===== config.mk =====
export PLATFORM = sky130hd
export DESIGN_NAME = legv8_dmem_responder
export DESIGN_NICKNAME = d
export VERILOG_FILES = /design/src/rtl/legv8_dmem_responder.sv
export SDC_FILE = /design/constraint.sdc
export NUM_CORES = 2
export LEC_CHECK = 0
export CAP_MARGIN = 30
export CORE_MARGIN = 2
export CORE_UTILIZATION = 40
export CTS_BUF_LIST = sky130_fd_sc_hd__clkbuf_2
export DETAILED_ROUTE_END_ITERATION = 10
export PLACE_DENSITY = 0.54
export SKIP_CTS_REPAIR_TIMING = 1
export SLEW_MARGIN = 25
export SYNTH_ARGS = -nofsm -noshare
export SYNTH_HDL_FRONTEND = slang
export SYNTH_SLANG_ARGS = --single-unit

===== constraint.sdc =====
create_clock -name CLOCK -period 170.1 [get_ports CLOCK]
set_clock_uncertainty 0.05 [all_clocks]
set_input_delay 17.01 -clock CLOCK [delete_from_list [all_inputs] [get_ports CLOCK]]
set_output_delay 17.01 -clock CLOCK [all_outputs]
set_load 0.02 [all_outputs]

===== src/rtl/legv8_dmem_responder.sv =====
// legv8_dmem_responder: handshaked multi-cycle data memory
// serving the LEGv8 core's LDUR/STUR port.
module legv8_dmem_responder #(
  parameter int DEPTH       = 32,
  parameter int WAIT_CYCLES = 2
) (
  input  logic        CLOCK,
  input  logic        RESET,
  input  logic        REQ_VALID,
  output logic        REQ_READY,
  input  logic        CONTROL_MEMREAD,
  input  logic        CONTROL_MEMWRITE,
  input  logic [63:0] ADDRESS,
  input  logic [63:0] WRITE_DATA,
  output logic        RESP_VALID,
  input  logic        RESP_READY,
  output logic [63:0] READ_DATA,
  output logic        RESP_ERROR
);

  localparam int AW = (DEPTH > 1) ? $clog2(DEPTH) : 1;

  typedef enum logic [1:0] {
    S_IDLE,
    S_WAIT,
    S_RESP
  } state_t;

  state_t      state_q;
  state_t      state_d;
  logic [3:0]  cnt_q;
  logic [3:0]  cnt_d;

  logic        rd_q;
  logic        wr_q;
  logic [63:0] addr_q;
  logic [63:0] wdata_q;

  logic [63:0] mem [DEPTH];

  logic        accept;
  logic        do_acc;
  logic        acc_rd;
  logic        acc_wr;
  logic        acc_ok;
  logic [63:0] acc_addr;
  logic [63:0] acc_wdata;
  logic [AW-1:0] acc_idx;

  function automatic logic [63:0] init_val(input int i);
    logic [63:0] v;
    v = 64'(i) * 64'd100;
    if (i == 10) v = 64'd1540;
    if (i == 11) v = 64'd2117;
    return v;
  endfunction

  assign REQ_READY = (state_q == S_IDLE) && !RESET;
  assign accept    = REQ_VALID && REQ_READY;

  // With no wait states the access happens on the
  // accepting edge, so the live request is used.
  always_comb begin
    acc_rd    = rd_q;
    acc_wr    = wr_q;
    acc_addr  = addr_q;
    acc_wdata = wdata_q;
    if (state_q == S_IDLE) begin
      acc_rd    = CONTROL_MEMREAD;
      acc_wr    = CONTROL_MEMWRITE;
      acc_addr  = ADDRESS;
      acc_wdata = WRITE_DATA;
    end
  end

  assign acc_ok  = (acc_rd ^ acc_wr)
                && (acc_addr < 64'(DEPTH));
  assign acc_idx = acc_addr[AW-1:0];

  always_comb begin
    state_d = state_q;
    cnt_d   = cnt_q;
    do_acc  = 1'b0;
    unique case (state_q)
      S_IDLE: begin
        if (accept) begin
          if (WAIT_CYCLES == 0) begin
            do_acc  = 1'b1;
            state_d = S_RESP;
          end else begin
            cnt_d   = 4'(WAIT_CYCLES);
            state_d = S_WAIT;
          end
        end
      end
      S_WAIT: begin
        if (cnt_q == 4'd1) begin
          do_acc  = 1'b1;
          state_d = S_RESP;
        end else begin
          cnt_d = cnt_q - 4'd1;
        end
      end
      S_RESP: begin
        if (RESP_READY) state_d = S_IDLE;
      end
      default: state_d = S_IDLE;
    endcase
  end

  always_ff @(posedge CLOCK or posedge RESET) begin
    if (RESET) begin
      state_q <= S_IDLE;
      cnt_q   <= '0;
    end else begin
      state_q <= state_d;
      cnt_q   <= cnt_d;
    end
  end

  always_ff @(posedge CLOCK or posedge RESET) begin
    if (RESET) begin
      rd_q    <= 1'b0;
      wr_q    <= 1'b0;
      addr_q  <= '0;
      wdata_q <= '0;
    end else if (accept) begin
      rd_q    <= CONTROL_MEMREAD;
      wr_q    <= CONTROL_MEMWRITE;
      addr_q  <= ADDRESS;
      wdata_q <= WRITE_DATA;
    end
  end

  always_ff @(posedge CLOCK or posedge RESET) begin
    if (RESET) begin
      RESP_VALID <= 1'b0;
      READ_DATA  <= '0;
      RESP_ERROR <= 1'b0;
    end else begin
      RESP_VALID <= (state_d == S_RESP);
      if (do_acc) begin
        RESP_ERROR <= !acc_ok;
        READ_DATA  <= '0;
        if (acc_ok && acc_rd) READ_DATA <= mem[acc_idx];
      end
    end
  end

  // Reset restores the preloaded image, so stores die with it.
  always_ff @(posedge CLOCK or posedge RESET) begin
    if (RESET) begin
      for (int i = 0; i < DEPTH; i++) mem[i] <= init_val(i);
    end else if (do_acc && acc_ok && acc_wr) begin
      mem[acc_idx] <= acc_wdata;
    end
  end

endmodule


# After elaboration in Yosys (flattened, before gate mapping)
# Cells that the tools add are included.
# Widths: inputs -> output; s select.
# op_classes
add_sub_neg	1
order_cmp	3
n_eq_ne	6
mux	20
n_bitwise	2
reduce_logical	12
# ops
cell	count
$bwmux 2048	1
$mux 64	6
$bmux 64 s5	1
$demux 64 s5	1
$lt 64x6->1 const B	1
$mux 4	2
$pmux 4 s2	1
$logic_and 1x1->1	7
$ge 6x6->1 const B	1
$lt 6x1->1 const B	1
$mux 2	3
$not 5->6	1
$pmux 2 s3	1
$eq 2x2->1 const B	2
$eq 4x1->1 const B	1
$mux 1	4
$ne 2x2->1 const B	2
$sub 4x1->4 const B	1
$reduce_and 3->1	1
$eq 2x1->1 const B	1
$logic_not 1->1	2
$logic_not 2->1	1
$reduce_bool 2->1	1
$xor 1x1->1	1
# totals
register_bits	2250
output_inout_bits	67
word_cells	85

# Logic depth before layout (Yosys ltp)
# logic_depth
depth_word	8
ltp_mapped	11

# Least setup slack after synthesis
# OpenSTA, ideal clock, no wires.
# synth_timing
path_type	input to register
from	input port RESET
to	register addr_q[0]
t_arrival_ps	68230
path_slack_ps	101695
path_stages	6
n_path_buf	3
cell_sequence	inv_1 and3_1 clkbuf_1 clkbuf_1 buf_2 mux2_2
# synth_via
elab_chain_len	3
# synth_rtl
element	line	rtl
start, declared	8	input logic RESET,
$logic_not 1->1 (no source line)	n/a	
$logic_and 1x1->1	58	assign REQ_READY = (state_q == S_IDLE) && !RESET;
$logic_and 1x1->1	59	assign accept = REQ_VALID && REQ_READY;
end signal, assigned	125	addr_q <= '0;
end signal, assigned	130	addr_q <= ADDRESS;
end, declared	36	logic [63:0] addr_q;
# No other way between the ends.
# A chain may end at the register's enable or synchronous reset.

# Final worst setup path
# layout_timing
from	input port RESET
to	output port REQ_READY
# layout_via
elab_chain_len	2
# layout_rtl
element	line	rtl
$logic_not 1->1 (no source line)	n/a	
$logic_and 1x1->1	58	
end, declared	10	output logic REQ_READY,
# No other way between the ends.

==> results by group <==
Final layout
  • Final nets: 9847
  • Share of cells above drive strength 1: 15.7%
  • Most common cell after layout, fill and taps aside: dfrtp_1
  • Most frequent cells in the layout: 2104 x dfrtp_1, 2044 x o21ai_0, 1867 x nand2_1, 1009 x o22ai_1, 935 x clkbuf_2
  • Layout area overhead: 10.9%

Global routing
  • First-pass GRT wire length: 459 mm
  • GRT overflow: 0
  • GR Util All Layers: 25.5%
  • Initial antenna violation count: 13
  • Largest net degree at the start of global routing: 178
  • Vias in the first global route: 73800

Detailed routing
  • Residual DRC: 0
  • Drt pass-1 iters: 6
  • Post-DRT Antenna Nets: 0
  • Vias post-DR: 73700
  • Initial DRC count: 6026
  • WL/cell: 22.9 µm
  • Post-DR vias/cell: ~5.6
  • Total Routed Length: just over 300 mm

Setup path
  • Setup crit start kind: input pin
  • CP Launch Point: RESET
  • Critical Path Sink: REQ_READY
  • Reg2Reg Setup Slack: 164.20 ns
  • Kind of end point of the critical path: output port
  • CP arrival: 18.28 ns
  • Worst-path maximum fanout: 2
  • FF-to-FF path depth: 11
  • Critical path class: in2out
  • Critical Path RT: 153.04 ns
  • Launch point of the worst reg-to-reg path: state_q[1]$_DFF_PP0_
  • Worst r2r dst: mem[1232]$_DFFE_PP0P_

Clocking
  • # H-tree levels: 6
  • Root Driver: clkbuf_2
  • Clock Latency Late Sink: 1.97 ns
  • Bufs on Longest Clock Path: 4
  • TritonCTS Sinks: 2250
  • TritonCTS buffer count: 616
  • Clk slew on worst S/H paths: 0.08 ns
  • CTS tree: built

Yosys
  • Post-synthesis cell area: 92700 µm²
  • Cells after synthesis: 9623
  • Yosys warning total: 0
  • Post-synth EDFFs: 0
  • Post-synthesis cell type count: 46
  • Synth async-reset ratio: 100%
  • Syn_area_per_cell: 9.63 µm²
  • #FFs+latches synth: 2250
  • Top FF cell, synth: dfrtp_1
  • Sequential element share of the synthesized area: about three fifths
  • Syn Nets: around 9800

Timing
  • Least-Margin Pin Slew: roughly 1.3 ns
  • Fmax: 28.3 MHz
  • Unrepaired setup endpoints after global routing: false
  • Setup-failing EPs final: 0
  • Max-slew violations: 0
  • Final Hold Violating Endpoints: 0
  • Setup tns final: 0 ns
  • Worst rel slew slack: 11.9%
  • Final period util: between 20% and 30%
  • Min Tclk post-route: 35.34 ns

Floorplan
  • Die height: slightly below 500 µm
  • Full die area: approximately 240000 µm²
  • Num rows: 176
  • Core outline area: 230000 µm²
  • Die Wd: 485 µm
  • I/O pin cnt: between 200 and 250
  • Initial Util: 40.3%

Pwr
  • Total power: around 1.5 mW
  • Internal: 891 µW
  • Sequential power share: 37.5%
  • Comb pwr share: 37.6%
  • Peak supply drop: 0.0159 mV
  • Net Sw Frac: 41.8%
  • Leak pwr: 47.4 nW
  • Sw Pwr: 639 µW
  • PD cells: 14.9 nW/µm²
  • Clock share of power: between 20 and 25%

Min path
  • HP Class: reg2reg
  • WHS Path Cells: 2

Placed design
  • HPWL after DPL: 156 mm
  • Port Buffers: 200
  • GPL Wtd Cong: between 0.7 and 0.8

Job
  • Max Cap Violations: 0

Outcome
  • Status: finished clean
[worst max-delay path, cell delays in order]
cell and delay (ns):
clkdlybuf4s50_1 0.51, nor2_1 0.14, clkdlybuf4s50_1 0.61
[per-stage QoR]
stage          setup slack (ns)  instance area (µm²)  std cells  util (%)  hold slack (ns)
2_1_floorplan             89.69                92700       9623         -            0.396
3_3_place_gp             134.68                96600      12100      42.0            0.402
3_5_place_dp             134.75                97000      12100      42.2            0.408
4_1_cts                  134.75               102000      13100      44.5            0.421
5_1_grt                  134.73               103000      13200      44.7            0.445
6_report                 134.76               103000      13200      44.7            0.418
[worst min-delay path by stage]
| stage | startpoint | end |
|---|---|---|
| after floorplan | mem[1154]$_DFFE_PP1P_ | mem[1154]$_DFFE_PP1P_ |
| after global placement | mem[1154]$_DFFE_PP1P_ | mem[1154]$_DFFE_PP1P_ |
| after detailed placement | mem[1156]$_DFFE_PP1P_ | mem[1156]$_DFFE_PP1P_ |
| after CTS | mem[1162]$_DFFE_PP1P_ | mem[1162]$_DFFE_PP1P_ |
| after global routing | mem[1160]$_DFFE_PP1P_ | mem[1160]$_DFFE_PP1P_ |
| final | mem[1162]$_DFFE_PP1P_ | mem[1162]$_DFFE_PP1P_ |
[metal layers]
layer	GRT usage, %	wire length [µm]	vias to the layer above
met4	8.47	7940	0
met1	34.7	133000	36600
met2	41.5	143000	2422
met5	0	0	-
met3	4.18	18100	516
li1	-	-	34100
[synth_stat cells, types with 2 or more instances]
master / count / area [µm²]
nor2_1: 522 / 1960
ha_1: 2 / 25.0
xnor2_1: 2 / 17.5
or4_1: 64 / 480
nand2_1: 1868 / 7010
o21ai_1: 63 / 315
dfstp_2: 146 / 3840
nor4_1: 26 / 163
nor4b_2: 4 / 60.1
inv_1: 4 / 15.0
o22ai_1: 1009 / 6310
mux2_2: 133 / 1500
nor3_1: 9 / 45.0
mux2i_1: 69 / 691
buf_6: 36 / 405
buf_2: 236 / 1180
a221oi_1: 4 / 35.0
nand4_1: 5 / 31.3
and3_1: 2 / 12.5
o2bb2ai_1: 2 / 17.5
nor4_4: 2 / 42.5
or4b_2: 2 / 20.0
a22o_1: 5 / 43.8
nand3_1: 30 / 150
nand2b_1: 3 / 18.8
nor4_2: 2 / 25.0
a22oi_1: 8 / 60.1
buf_1: 44 / 165
dfrtp_1: 2104 / 52700
clkbuf_1: 635 / 2380
a21oi_1: 513 / 2570
o21a_1: 3 / 22.5
o21ai_0: 2044 / 10200
buf_4: 10 / 75.1
[cells by family (layout without fill, tap and decap cells)]
group           count (synthesis)  after routing  share of synthesized area, %
fa+ha+maj                       2              2                        0.0270
flops                        2250           2250                          60.9
xor+xnor                        3              3                        0.0284
mux                           202            202                          2.36
other cells                     0             20                             0
simple gates                 2544           2544                          10.9
compound gates               3657           3657                          21.2
buf+inv                       965           1478                          4.56
[sequential cells by signal (all words and copies together) (netlist names)]
signal and flops:
READ_DATA 64, addr_q 64, mem 2048, RESP_ERROR 1
RESP_VALID 1, rd_q 1, wdata_q 64, cnt_q 4
wr_q 1, state_q 2
[final cells by class]
type                       instances  area [µm²]
timing repair buffer             431        4430
fill                           22300      127000
clock buffer                     935        4680
multi-input combinational       6408       32700
tap                             3026        3790
antenna                           20        50.0
clock inverter                   108         627
inverter                           4        22.5
sequential                      2250       56500
[power by group through the flow]
stage / clock network [mW] / registers (mW) / logic [mW]
global route: 0.425 / 0.577 / 0.620
detailed placement: 0 / 0.584 / 0.570
floorplan: 0 / 0.587 / 0.346
finish: 0.381 / 0.573 / 0.576
global placement: 0 / 0.583 / 0.567
CTS: 0.394 / 0.574 / 0.572
No activity file was read; power rests on OpenSTA's default activity.
